`config.mk`:
```
export PLATFORM = sky130hd
export DESIGN_NAME = clock_gen
export DESIGN_NICKNAME = d
export VERILOG_FILES = /design/src/rtl/clock_gen.sv
export SDC_FILE = /design/constraint.sdc
export NUM_CORES = 1
export LEC_CHECK = 0
export BUFFER_PORTS_ARGS = -buffer_cell sky130_fd_sc_hd__clkbuf_2
export CORE_AREA = 4 4 41 43
export DETAILED_ROUTE_END_ITERATION = 8
export DIE_AREA = 0 0 45 47
export PLACE_DENSITY = 0.64
export SYNTH_ARGS = -nofsm -noshare
export SYNTH_HDL_FRONTEND = slang
export SYNTH_SLANG_ARGS = --single-unit
```
`constraint.sdc`:
```
create_clock -name fpga_clk -period 3.6 [get_ports fpga_clk]
set_input_delay 0.18 -clock fpga_clk [delete_from_list [all_inputs] [get_ports fpga_clk]]
set_output_delay 0.18 -clock fpga_clk [all_outputs]
set_load 0.005 [all_outputs]
```
`src/rtl/clock_gen.sv`:
```
`timescale 1ns/1ps
// clock_gen: derives clk, phi_0/phi_2 and the FDC bus-slot select from fpga_clk.
// Define CLOCK_GEN_NONOVERLAP_EN to delay phi_2 by PHI2_DELAY cycles inside phi_0.
module clock_gen #(
    parameter int PHI_DIV    = 50,
    parameter int PHI2_DELAY = 2,
    parameter int CLK_DIV    = 4
) (
    input  logic fpga_clk,
    input  logic reset,
    output logic clk,
    output logic phi_0,
    output logic phi_2,
    output logic clk_sel_fdc
);
    localparam int PW = $clog2(PHI_DIV);
    localparam int CW = (CLK_DIV > 2) ? $clog2(CLK_DIV) : 1;

    localparam logic [PW-1:0] PHI_LAST  = PW'(PHI_DIV - 1);
    localparam logic [PW-1:0] PHI_HALF  = PW'(PHI_DIV / 2);
    localparam logic [PW-1:0] SEL_FIRST = PW'(PHI_DIV / 2 + 1);
    localparam logic [PW-1:0] SEL_LAST  = PW'(PHI_DIV - 2);
    localparam logic [CW-1:0] CLK_LAST  = CW'(CLK_DIV - 1);
    localparam logic [CW-1:0] CLK_HALF  = CW'(CLK_DIV / 2);

    if (((PHI_DIV % 2) != 0) || (PHI_DIV < 8)) begin : g_bad_phi_div
        $error("clock_gen: PHI_DIV must be even and >= 8");
    end
    if (((CLK_DIV % 2) != 0) || (CLK_DIV < 2)) begin : g_bad_clk_div
        $error("clock_gen: CLK_DIV must be even and >= 2");
    end
`ifdef CLOCK_GEN_NONOVERLAP_EN
    if ((PHI2_DELAY < 0) || (PHI2_DELAY > PHI_DIV / 2 - 2)) begin : g_bad_phi2_delay
        $error("clock_gen: PHI2_DELAY must be in 0 .. PHI_DIV/2-2");
    end
    localparam logic [PW-1:0] PHI2_START = PW'(PHI2_DELAY);
`endif

    logic [PW-1:0] pcnt_q, pcnt_d;
    logic [CW-1:0] ccnt_q, ccnt_d;
    logic          clk_q, clk_d;
    logic          phi_0_q, phi_0_d;
    logic          phi_2_q, phi_2_d;
    logic          sel_q, sel_d;

    // Outputs decode the pre-increment counter, so each lands exactly one edge later.
    always_comb begin
        pcnt_d  = (pcnt_q == PHI_LAST) ? '0 : pcnt_q + 1'b1;
        ccnt_d  = (ccnt_q == CLK_LAST) ? '0 : ccnt_q + 1'b1;
        clk_d   = (ccnt_q < CLK_HALF);
        phi_0_d = (pcnt_q < PHI_HALF);
`ifdef CLOCK_GEN_NONOVERLAP_EN
        phi_2_d = (pcnt_q >= PHI2_START) && (pcnt_q < PHI_HALF);
`else
        phi_2_d = (pcnt_q < PHI_HALF);
`endif
        sel_d   = (pcnt_q >= SEL_FIRST) && (pcnt_q <= SEL_LAST);
    end

    // NOTE: async reset in the sensitivity list clears outputs without a clock edge;
    // all state uses non-blocking assignments so every flop samples pre-edge values.
    always_ff @(posedge fpga_clk or posedge reset) begin
        if (reset) begin
            pcnt_q  <= '0;
            ccnt_q  <= '0;
            clk_q   <= 1'b0;
            phi_0_q <= 1'b0;
            phi_2_q <= 1'b0;
            sel_q   <= 1'b0;
        end else begin
            pcnt_q  <= pcnt_d;
            ccnt_q  <= ccnt_d;
            clk_q   <= clk_d;
            phi_0_q <= phi_0_d;
            phi_2_q <= phi_2_d;
            sel_q   <= sel_d;
        end
    end

    assign clk         = clk_q;
    assign phi_0       = phi_0_q;
    assign phi_2       = phi_2_q;
    assign clk_sel_fdc = sel_q;

endmodule

```
==> metrics.cfg, run 1 <==
[placed_design]
post-place-ws_ps=2290
dp_hpwl_microns=518
portBuffers=5
gp_congestion=0.7125

[synth]
avgSynthCellArea_sq_um=11.77
synth-seq-area-share_pct=53.14
netlist_area_sq_um=518.0
syn_nets=51
yosysTopAreaCellShare_pct=53.14
synth_warnings=0
ys_types=21
synth_top_cell_by_area=dfrtp_1
synthTopCellsByArea=dfrtp_1 (53%), ha_1 (12%), nand3_4 (3.4%), xnor2_1 (3.4%), inv_1 (2.9%)
syn_inst=44
synth_seq_cells=11

[timing]
timing.final.ws_setup_ps=2281
rsz0062_at_grt=false
worstMarginPinSlew_ps=390.2
clock_skew_ps=1.332
fin_crit_sh_pct=36.64
setup_viol=0
setup_tns_ps=0
hold_ws_ps=416.0
slew_viol_final=0
fmax_mhz=758.0
hold_viol_final=0
slew_headroom_pct=73.96
period_minus_slack_ps=1319

[cts]
clockBufferDepth=2
numCtsBuffers=3
clk_pin_slew_ps=60
htree_levels=1
ctsResizeCount=0
post_cts_buffers=0
cts-root-buf=clkbuf_4
cts.sink_count=11
tritoncts=yes
insertion_delay_ps=260

[global_route]
grt.busiest_layer=met2
grtUsageMet3_pct=6.897
grt-ovfl-total=0
grtUsageTotal_pct=9.287
use_met2_pct=11.86
grt_pass1_vias=297
grt_start_max_net_pins=12
antenna_found_initial=0
use_met1_pct=11.11
grt_pass1_wl_mm=1.297

[die]
std_cell_rows=13
core_sq_um=1301
design.die.area_sq_um=2115
io_pins=6
die_w_microns=45
start_util_pct=39.81
die_h_microns=47

[power_and_ir_drop]
clkPwrFrac_pct=38.7
p_per_area_nw_per_um2=358.0
sequentialPowerShare_pct=59.6
intPower_mw=0.1676
p_leak_nw=0.2574
ir_worst_vdd_mv=0.2043
switching_share_pct=19.20
power.switching_mw=0.03982
pwr-share-comb_pct=1.7

[layout]
register_area_sq_um=275.3
area_growth_pct=11.84
multi_input_area_sq_um=209.0
n_fill_cell=131
finalCoreUtilization_pct=44.52
drive_gt1_share_pct=21.15
final_common_cell=dfrtp_1
nets=60
mostFrequentLayoutCells=dfrtp_1 (11), ha_1 (5), clkbuf_2 (5)
diodes=0

[outcome]
status=completed

[setup_path]
slowest_delay_ps=460
crit_path_end_kind=flop
path_buf_inv=1
cpMaxStageDelayCell=dfrtp_1
path_cells=inv_1 -> ha_1 -> nand3_1 -> nor3_2 -> nor2_1
worstSetupPathType=reg -> reg
start_kind=flop
crit_family=simple AND/OR/NAND/NOR gates
arrival_ps=1450
cp.required_ps=3740
path_max_fanout=6

[route]
postRouteAntennaNets=0
vias=297
drt-pass1-iter-count=2
drt_iter0_drc=1
drt-total-wl_microns=692
drc=0
drt-wirelength-per-cell_microns=10.33
viasPerCell=4.433

[flow_run]
maxCapViolations=0

[min_path]
hold_class=in -> async

## through the flow
step                      area [sq um]  cells  power (mW)
after floorplan                  518.0     44      0.1278
final                            579.3     67      0.2074
after CTS                        579.3     67      0.2126
after global placement           543.0     62      0.1289
after detailed placement         543.0     62      0.1289
after global routing             579.3     67      0.2214
## worst min-delay path, cell delays in order
cell and delay (ps):
dlygate4sd3_1 530, clkbuf_2 100, inv_1 290
## per-layer routing
layer	vias to the layer above	part of all wire [%]
met5	-	0
met4	0	1.7
met3	2	7.4
met2	7	41
met1	129	50
li1	159	-
## final timing paths
path                                     start                   to  slack, ps  depth (start not counted)
setup / recovery           pcnt_q[1]$_DFF_PP0_  pcnt_q[2]$_DFF_PP0_       2280                          5
max in group asynchronous                reset  pcnt_q[4]$_DFF_PP0_       2900                          3
min in group fpga_clk      ccnt_q[1]$_DFF_PP0_        clk$_DFF_PP0_        420                          1
hold / removal                           reset        clk$_DFF_PP0_        420                          3
hold reg to reg            ccnt_q[1]$_DFF_PP0_        clk$_DFF_PP0_        420                          1
setup reg to reg           pcnt_q[1]$_DFF_PP0_  pcnt_q[2]$_DFF_PP0_       2280                          5
## Yosys cell counts
library cell	instances
xnor2_1	2
nor3_1	1
or3_1	1
nor2_1	4
buf_6	1
nand3_1	2
nor2b_1	1
buf_4	1
xor2_1	1
nand2b_1	1
ha_1	5
nand3_4	1
a31oi_1	1
inv_1	4
nand2_1	2
nor3_2	1
o21ai_0	1
o31ai_1	1
a21oi_2	1
dfrtp_1	11
o41ai_1	1
## sequential cells by signal, summed over array words and instances, names as in the netlist
signal       cells
pcnt_q           6
ccnt_q           2
clk              1
clk_sel_fdc      1
phi_0            1
## power by group through the flow
stage | Combinational [mW] | Sequential (mW) | Clock [mW]
after floorplan | 0.00189 | 0.126 | 0
after global placement | 0.00296 | 0.126 | 0
after detailed placement | 0.00302 | 0.126 | 0
after CTS | 0.00386 | 0.123 | 0.0853
after global routing | 0.00440 | 0.123 | 0.0936
final | 0.00354 | 0.124 | 0.0803
## area by class of cell
class,instances,area share (%)
clock buffer,4,4.536
inverter,4,2.592
tap,15,3.240
timing repair buffer,6,6.048
sequential,11,47.52
multi-input combinational,27,36.07
## kinds of logic (layout without fill, tap and decap cells)
logic type | Yosys count | after routing | synth area share, %
AOI/OAI and AO/OA | 5 | 5 | 7.006
xor gates and xnor gates | 3 | 3 | 5.073
adders and majority gates | 5 | 5 | 12.08
buffers and inverters | 6 | 14 | 6.521
DFF | 11 | 11 | 53.14
and+or+nand+nor | 14 | 14 | 16.19
## repair_timing
action | in CTS | in global routing
setup endpoints to repair | 0 | 0
hold buffers | 1 | 0
hold endpoints to repair | 11 | 0
(Power assumes the default switching activity.)
==> run 2, diff against run 1 <==
--- a/config.mk
+++ b/config.mk
@@ -5,11 +5,12 @@
 export SDC_FILE = /design/constraint.sdc
 export NUM_CORES = 1
 export LEC_CHECK = 0
+export ABC_AREA = 1
 export BUFFER_PORTS_ARGS = -buffer_cell sky130_fd_sc_hd__clkbuf_2
 export CORE_AREA = 4 4 41 43
 export DETAILED_ROUTE_END_ITERATION = 8
 export DIE_AREA = 0 0 45 47
-export PLACE_DENSITY = 0.64
+export PLACE_DENSITY = 0.69
 export SYNTH_ARGS = -nofsm -noshare
 export SYNTH_HDL_FRONTEND = slang
 export SYNTH_SLANG_ARGS = --single-unit
==> constraint.sdc (replaced) <==
create_clock -name fpga_clk -period 1.2 [get_ports fpga_clk]
set_input_delay 0.06 -clock fpga_clk [delete_from_list [all_inputs] [get_ports fpga_clk]]
set_output_delay 0.06 -clock fpga_clk [all_outputs]
set_load 0.005 [all_outputs]
==> metrics.cfg, run 2 <==
[die]
core_sq_um=1301
die_h_microns=47
std_cell_rows=13
start_util_pct=42.50
design.die.area_sq_um=2115
io_pins=6
die_w_microns=45

[setup_path]
slowest_delay_ps=430
worstSetupPathType=reg -> reg
path_max_fanout=5
arrival_ps=1320
cp.required_ps=1360
start_kind=flop
path_cells=inv_1 -> ha_1 -> nand4_4 -> nand2_1 -> nor2_1
cpMaxStageDelayCell=dfrtp_1
crit_path_end_kind=flop

[timing]
hold_viol_final=0
hold_ws_ps=303.9
fmax_mhz=868.8
fin_crit_sh_pct=95.92
clock_skew_ps=7.910
slew_viol_final=0
setup_viol=0
setup_tns_ps=0
period_minus_slack_ps=1151
slew_headroom_pct=70.57
rsz0062_at_grt=false
worstMarginPinSlew_ps=440.9

[route]
drt-wirelength-per-cell_microns=10.43
drc=0
drt_iter0_drc=17
drt-pass1-iter-count=5
drt-total-wl_microns=876
postRouteAntennaNets=0
vias=413
viasPerCell=4.917

[global_route]
grtUsageMet3_pct=3.448
grt_pass1_wl_mm=1.435
use_met2_pct=16.38
grt.busiest_layer=met2
grt_pass1_vias=354
use_met1_pct=10.87
grtUsageTotal_pct=10.25
grt-ovfl-total=0
antenna_found_initial=0
grt_start_max_net_pins=12

[synth]
ys_types=16
synth_commonest_cells=inv_1 (12), dfrtp_1 (11), nand2_1 (9), nor2_1 (6)
synth_top_cell_by_area=dfrtp_1
synth-edff-count=0
yosysTopAreaCellShare_pct=49.77
synthTopCellsByArea=dfrtp_1 (50%), ha_1 (11%), inv_1 (8.1%), nand2_1 (6.1%), nand3_1 (4.5%)
netlist_area_sq_um=553.0
synthXorXnorAreaFrac_pct=3.167
synth_seq_cells=11
synth-seq-area-share_pct=49.77
syn_nets=67
avgSynthCellArea_sq_um=9.217
yosys_most_used_dff=dfrtp_1
synthSimpleGateAreaFrac_pct=21.27
synthMuxAreaShare_pct=0
synth_compound_area_share_pct=4.299
syn_inst=60
async_reset_ff_share_pct=100.0
synth.most_common_cell=inv_1
synth_top_family_by_area=simple AND/OR/NAND/NOR gates
synth_warnings=0
synth_fa_ha_area_share_pct=11.31

[layout]
stdcell_area_sq_um=634.4
area_growth_pct=14.71
drive_gt1_share_pct=20.29
mostFrequentLayoutCells=inv_1 (12), dfrtp_1 (11), nand2_1 (9)
largest_registers=pcnt_q (6), ccnt_q (2)
nets=77
register_area_sq_um=275.3
top_register=pcnt_q
largest_register_ffs=6
diodes=0
finalCoreUtilization_pct=48.75
final_common_cell=inv_1
multi_input_area_sq_um=230.2
n_fill_cell=125

[cts]
post_cts_buffers=0
tritoncts=yes
insertion_delay_ps=280
clockBufferDepth=2
cts.sink_count=11
numCtsBuffers=3
clk_pin_slew_ps=80
htree_levels=1
cts-root-buf=clkbuf_4

[placed_design]
placed_area_sq_um=589.3
portBuffers=5
dp_hpwl_microns=654.8
gp_congestion=0.8494

[flow_run]
maxCapViolations=0

[power_and_ir_drop]
power.switching_mw=0.1395
p_per_area_nw_per_um2=1012
switching_share_pct=21.72
ir_worst_vdd_mv=0.3586
p_total_mw=0.6423
sequentialPowerShare_pct=57.7
intPower_mw=0.5028
clkPwrFrac_pct=40.5
pwr-share-comb_pct=1.8
p_leak_nw=0.3667

[outcome]
status=completed

[min_path]
hold_class=in -> async

[run 2: stage by stage]
stage	setup slack, ps	std cells
6_report	48.93	84
5_1_grt	5.997	84
4_1_cts	46.79	84
3_5_place_dp	63.07	79
3_3_place_gp	84.67	79
2_1_floorplan	105.2	60
[run 2: cell type report]
class	count	share of cell area [%]
Multi-Input combinational cell	35	36.29
Tap cell	15	2.959
Clock buffer	4	4.142
Inverter	13	7.692
Sequential cell	11	43.39
Timing Repair Buffer	6	5.523
[run 2: routing by layer]
| layer | vias to the layer above | part of all wire, % |
|---|---|---|
| li1 | 202 | - |
| met1 | 193 | 46 |
| met2 | 13 | 42 |
| met3 | 5 | 7.9 |
| met4 | 0 | 4.0 |
| met5 | - | 0 |
[run 2: kinds of logic (layout without fill, tap and decap cells)]
family,after synthesis,after routing
compound gates,4,4
xor+xnor,2,2
fa+ha+maj,5,5
buf+inv,14,23
flops,11,11
simple gates,24,24
[run 2: critical path, delay by kind of cell, from the launching register on]
kind / cells / cell delay (ps)
DFF: 1 / 430
and+or+nand+nor: 3 / 270
adders and majority gates: 1 / 210
buffers and inverters: 1 / 130
[run 2: final timing paths]
| path | startpoint | endpoint | slack (ps) | cells after the start |
|---|---|---|---|---|
| setup reg to reg | pcnt_q[1]$_DFF_PP0_ | pcnt_q[5]$_DFF_PP0_ | 50 | 5 |
| min in group fpga_clk | ccnt_q[1]$_DFF_PP0_ | clk$_DFF_PP0_ | 420 | 1 |
| hold reg to reg | ccnt_q[1]$_DFF_PP0_ | clk$_DFF_PP0_ | 420 | 1 |
| hold / removal | reset | clk_sel_fdc$_DFF_PP0_ | 300 | 3 |
| setup / recovery | pcnt_q[1]$_DFF_PP0_ | pcnt_q[5]$_DFF_PP0_ | 50 | 5 |
| max in group asynchronous | reset | ccnt_q[1]$_DFF_PP0_ | 580 | 3 |
[run 2: repair_timing]
action | 4_1_cts | 5_1_grt
setup endpoints to repair | 0 | 3
resized for setup | 0 | 1
endpoints found under the hold margin | 11 | 0
hold buffers | 1 | 0
[run 2: power groups by stage]
stage	clock (mW)	sequential, mW	combinational [mW]
2_1_floorplan	0	0.378	0.00568
3_3_place_gp	0	0.378	0.00918
3_5_place_dp	0	0.378	0.00933
4_1_cts	0.266	0.370	0.0119
5_1_grt	0.283	0.370	0.0129
6_report	0.260	0.370	0.0114
